`config.mk`:
```
export PLATFORM = sky130hd
export DESIGN_NAME = bcd_serial_adder
export DESIGN_NICKNAME = d
export VERILOG_FILES = /design/src/rtl/bcd_pkg.sv /design/src/rtl/bcd_adder.sv /design/src/rtl/bcd_serial_adder.sv
export SDC_FILE = /design/constraint.sdc
export NUM_CORES = 1
export LEC_CHECK = 0
export CORE_ASPECT_RATIO = 2
export CORE_UTILIZATION = 30
export CTS_BUF_LIST = sky130_fd_sc_hd__clkbuf_2 sky130_fd_sc_hd__clkbuf_4 sky130_fd_sc_hd__clkbuf_8
export CTS_CLUSTER_DIAMETER = 150
export DETAILED_ROUTE_END_ITERATION = 12
export PLACE_DENSITY = 0.53
export SYNTH_ARGS = -nofsm -noshare
export SYNTH_HDL_FRONTEND = slang
export SYNTH_SLANG_ARGS = --single-unit
```
`constraint.sdc`:
```
create_clock -name clk -period 7.86 [get_ports clk]
set_input_delay 1.965 -clock clk [delete_from_list [all_inputs] [get_ports clk]]
set_output_delay 1.965 -clock clk [all_outputs]
set_load 0.02 [all_outputs]
```
`src/rtl/bcd_pkg.sv`:
```
// Shared BCD constants and the serial-adder state encoding.
package bcd_pkg;

  localparam int unsigned BCD_W   = 4;
  localparam int unsigned BCD_MAX = 9;

  localparam logic [1:0] ST_IDLE = 2'd0;
  localparam logic [1:0] ST_ADD  = 2'd1;
  localparam logic [1:0] ST_DONE = 2'd2;

endpackage

```
`src/rtl/bcd_adder.sv`:
```
// Single-digit BCD adder: sum = a + b + carry_in in decimal.
// Ports: a, b (one BCD digit each), carry_in -> sum (BCD digit), carry.
// Non-BCD input digits produce an unspecified sum.
module bcd_adder
  import bcd_pkg::*;
(
  input  logic [BCD_W-1:0] a,
  input  logic [BCD_W-1:0] b,
  input  logic             carry_in,
  output logic [BCD_W-1:0] sum,
  output logic             carry
);

  logic [BCD_W:0] raw;

  // Binary sum, then +6 correction when the digit overflows past 9.
  always_comb begin
    raw = {1'b0, a} + {1'b0, b} + (BCD_W+1)'(carry_in);
    if (raw > (BCD_W+1)'(BCD_MAX)) begin
      sum   = BCD_W'(raw + (BCD_W+1)'(6));
      carry = 1'b1;
    end else begin
      sum   = raw[BCD_W-1:0];
      carry = 1'b0;
    end
  end

endmodule

```
`src/rtl/bcd_serial_adder.sv`:
```
// Digit-serial multi-digit BCD adder. Walks the operands LSD first, one digit
// per clock, through a single bcd_adder and presents a registered result.
// Ports: clk, rst_n (async active-low); start (sampled when ready);
//        a, b, cin operands; ready, sum, cout, done (1-cycle pulse), err.
module bcd_serial_adder
  import bcd_pkg::*;
#(
  parameter int unsigned DIGITS = 4
) (
  input  logic                    clk,
  input  logic                    rst_n,
  input  logic                    start,
  input  logic [BCD_W*DIGITS-1:0] a,
  input  logic [BCD_W*DIGITS-1:0] b,
  input  logic                    cin,
  output logic                    ready,
  output logic [BCD_W*DIGITS-1:0] sum,
  output logic                    cout,
  output logic                    done,
  output logic                    err
);

  localparam int unsigned W     = BCD_W * DIGITS;
  localparam int unsigned IDX_W = (DIGITS > 1) ? $clog2(DIGITS) : 1;
  localparam logic [IDX_W-1:0] IDX_LAST = IDX_W'(DIGITS - 1);

  logic [1:0]       state_q, state_d;
  logic [W-1:0]     a_sr_q, a_sr_d;
  logic [W-1:0]     b_sr_q, b_sr_d;
  logic [W-1:0]     res_sr_q, res_sr_d;
  logic             carry_q, carry_d;
  logic [IDX_W-1:0] idx_q, idx_d;
  logic [W-1:0]     sum_q, sum_d;
  logic             cout_q, cout_d;
  logic             err_q, err_d;
  logic             ready_q, ready_d;
  logic             done_q, done_d;

  logic [BCD_W-1:0] dig_sum;
  logic             dig_carry;
  logic             bad_digit;
  logic [W-1:0]     res_shift;

  bcd_adder u_digit (
    .a        (a_sr_q[BCD_W-1:0]),
    .b        (b_sr_q[BCD_W-1:0]),
    .carry_in (carry_q),
    .sum      (dig_sum),
    .carry    (dig_carry)
  );

  // Any digit of either incoming operand above 9.
  always_comb begin
    bad_digit = 1'b0;
    for (int i = 0; i < int'(DIGITS); i++) begin
      if (a[i*BCD_W +: BCD_W] > BCD_W'(BCD_MAX) ||
          b[i*BCD_W +: BCD_W] > BCD_W'(BCD_MAX)) begin
        bad_digit = 1'b1;
      end
    end
  end

  // New digit enters at the top so the last one processed lands in digit DIGITS-1.
  always_comb begin
    res_shift = (res_sr_q >> BCD_W) | (W'(dig_sum) << (W - BCD_W));
  end

  // Next-state and datapath control.
  always_comb begin
    state_d  = state_q;
    a_sr_d   = a_sr_q;
    b_sr_d   = b_sr_q;
    res_sr_d = res_sr_q;
    carry_d  = carry_q;
    idx_d    = idx_q;
    sum_d    = sum_q;
    cout_d   = cout_q;
    err_d    = err_q;

    case (state_q)
      ST_IDLE: begin
        if (start) begin
          a_sr_d  = a;
          b_sr_d  = b;
          carry_d = cin;
          err_d   = bad_digit;
          idx_d   = '0;
          state_d = ST_ADD;
        end
      end
      ST_ADD: begin
        a_sr_d   = a_sr_q >> BCD_W;
        b_sr_d   = b_sr_q >> BCD_W;
        res_sr_d = res_shift;
        carry_d  = dig_carry;
        idx_d    = idx_q + IDX_W'(1);
        if (idx_q == IDX_LAST) begin
          sum_d   = res_shift;
          cout_d  = dig_carry;
          state_d = ST_DONE;
        end
      end
      ST_DONE: state_d = ST_IDLE;
      default: state_d = ST_IDLE;
    endcase

    // Status outputs are registered copies of the next-state decode.
    ready_d = (state_d == ST_IDLE);
    done_d  = (state_d == ST_DONE);
  end

  // State and datapath registers.
  always_ff @(posedge clk or negedge rst_n) begin
    if (!rst_n) begin
      state_q  <= ST_IDLE;
      a_sr_q   <= '0;
      b_sr_q   <= '0;
      res_sr_q <= '0;
      carry_q  <= 1'b0;
      idx_q    <= '0;
      sum_q    <= '0;
      cout_q   <= 1'b0;
      err_q    <= 1'b0;
      ready_q  <= 1'b1;
      done_q   <= 1'b0;
    end else begin
      state_q  <= state_d;
      a_sr_q   <= a_sr_d;
      b_sr_q   <= b_sr_d;
      res_sr_q <= res_sr_d;
      carry_q  <= carry_d;
      idx_q    <= idx_d;
      sum_q    <= sum_d;
      cout_q   <= cout_d;
      err_q    <= err_d;
      ready_q  <= ready_d;
      done_q   <= done_d;
    end
  end

  assign ready = ready_q;
  assign done  = done_q;
  assign sum   = sum_q;
  assign cout  = cout_q;
  assign err   = err_q;

endmodule
```
==> impl_results.md <==
- DR DRC count: 0
- Antenna violations before repair: 0
- Total power: 1.662 mW
- HP Class: reg -> reg
- Slew @ Worst Pin: 908.0 ps
- Worst path required time: 5890 ps
- Level count of the clock H-tree: 3
- Largest stage delay, worst path: 590 ps
- Post-cts resize count: 0
- Leak: 1.783 nW
- Fill count: 1004
- Worst EP arrival: 1460 ps
- Hold Buf Count CTS: 0
- Number of synthesized register bits: 69
- Drt pass-1 iters: 4
- Die area: 10820 um2
- Fin crit share: 43.55%
- Vias in the first global route: 2371
- Clock Skew: 8.210 ps
- IO Port Bufs: 55
- Synth Cell Area: 3115 um2
- Global-route wire length before repair: 11610 um
- RePlAce Congestion: 0.7758
- Initial Util: 30.89%
- Synthesis-to-finish area growth: 28.80%
- Commonest non-fill, non-tap cell in the layout: nand2_1
- Routed Antenna Nets: 0
- Predominant post-synthesis flop cell: dfrtp_1
- TNS Setup: 0 ps
- Drt initial violations: 136
- F_max: 292.1 MHz
- Pre-CTS setup slack: 4187 ps
- Syn Area/Cell: 10.42 um2
- Placeable Area: 10080 um2
- Post-CTS Setup Bufs: 0
- Routed WL: 6997 um
- I/O Pins: 56
- Max IR drop VDD: 0.1346 mV
- Most frequent cells in the layout: nand2_1 (77), dfrtp_1 (68), clkdlybuf4s50_1 (54)
- Final hold violations: 0
- Status: completed
- Post-synthesis net count: 342
- Minimum clock period: 3423 ps
- RSZ-0062 raised after global routing: no
- Hold_ws: 474.9 ps
- Net count, final: 396
- Clk_lat worst skew: 360 ps
- Num rows: 52
- Die height: 146.1 um
- Peak fanout along the critical path: 1
- Finish-stage setup viols: 0
- ANT cells: 0
- Clk root buf: clkbuf_8
- HPWL Detailed: 4987 um
- Post-synth EDFFs: 0
- Slowest CP cell: clkdlybuf4s50_1
- WP buf/inv: 1
- Final slew viol count: 0
- Largest net degree at the start of global routing: 70
- Num CTS Buffers: 9
- WL/cell: 14.19 um
- Overall Global Routing Usage: 14.62%
- Die width: 74.06 um
- CP startpoint kind: register
- Clock sinks: 69
- Ys async rst share: 100.0%
- Yosys warning count: 0
- Final setup margin: 4437 ps
- Crit Path Category: reg -> out
- Pwr per Cell Area: 414.3 nW/um2
- Slew headroom: 39.47%
- Worst-path clk slew: 70 ps
- Gr ovfl total: 0
- Crit path cell chain: clkdlybuf4s50_1
- Drt via density: 4.659
- Share of cells above drive strength 1: 10.89%
- Clock Tree Buf Depth: 2
- Synth cell types: 31
- DR vias: 2297
- Sequential share of the synthesized area: 55.46%
- CTS tree: done
- Critical path's top delay family: buffers and inverters
- Total of max-cap violations: 0
- Worst Setup End Kind: output pin
- Gate Count Post-Synth: 299
-- metrics by stage --
step	instances	utilization, %	area, um2
2_1_floorplan	299	-	3115
3_3_place_gp	477	37.67	3799
3_5_place_dp	477	37.67	3799
4_1_cts	493	39.79	4013
5_1_grt	493	39.79	4013
6_report	493	39.79	4013
-- cell usage after synthesis (all sizes together) (2+ instances only) --
cell | instances | area share [%]
a21o | 4 | 0.96
a21oi | 5 | 0.80
a221oi | 2 | 0.56
and3 | 3 | 0.60
buf | 5 | 0.80
clkbuf | 11 | 1.3
dfrtp | 68 | 55
fa | 2 | 1.3
ha | 5 | 2.0
inv | 4 | 0.48
mux2 | 13 | 4.8
mux2i | 25 | 8.0
nand2 | 77 | 9.3
nand2b | 2 | 0.40
nand3 | 2 | 0.32
nand4 | 2 | 0.40
nor2 | 5 | 0.60
nor3 | 2 | 0.32
o21ai | 50 | 8.0
or4 | 2 | 0.48
-- report_power, final --
part           total (mW)  switching [mW]  internal [mW]  leakage, nW
Clock               0.317           0.133          0.184        0.114
Combinational       0.754           0.422          0.333        0.785
Sequential          0.591          0.0855          0.506        0.884
Total                1.66           0.640           1.02         1.78
-- kinds of logic after synthesis --
group / Yosys count / share of synthesized area (%)
AND/OR/NAND/NOR: 98 / 13.13
AO/OA/AOI/OAI: 65 / 11.85
buffers and inverters: 20 / 2.610
multiplexers: 38 / 12.85
flip-flops: 69 / 55.46
adder cells (fa/ha/maj): 7 / 3.293
XOR/XNOR: 2 / 0.8034
-- sequential cells by signal, indices dropped and copies added, names as in the netlist --
signal    cells
err           1
state_q       2
done          1
res_sr_q     12
a_sr_q       16
ready         1
carry_q       1
idx_q         2
cout          1
b_sr_q       16
sum          16
-- per-layer routing --
metal	vias up	track usage (%)	part of all wire (%)
met5	-	0	0
met4	0	8.462	2.8
met3	14	2.899	3.5
met2	41	25.05	55
met1	1114	16.11	38
li1	1128	-	-
-- final timing paths --
| path | start | end | slack (ps) | cells past startpoint |
|---|---|---|---|---|
| worst max-delay path | ready | ready | 4440 | 1 |
| max in group asynchronous | rst_n | cout | 5440 | 2 |
| worst max register to register | a_sr_q[0] | sum[14] | 5130 | 7 |
| min in group asynchronous | rst_n | done | 1800 | 2 |
| worst min register to register | res_sr_q[5] | res_sr_q[5] | 470 | 2 |
| worst min-delay path | res_sr_q[5] | res_sr_q[5] | 470 | 2 |
-- final cells by class --
class                   count  area [um2]  area share [%]
multi-input cells         210        1311           32.68
clock buffers              11       138.9           3.461
flip-flops and latches     69        1728           43.06
clock inverters             5       75.07           1.871
well taps                 135       168.9           4.210
repair buffers             59       575.6           14.34
inverters                   4       15.01          0.3742
Note: power is estimated with default switching activity, not from simulation.
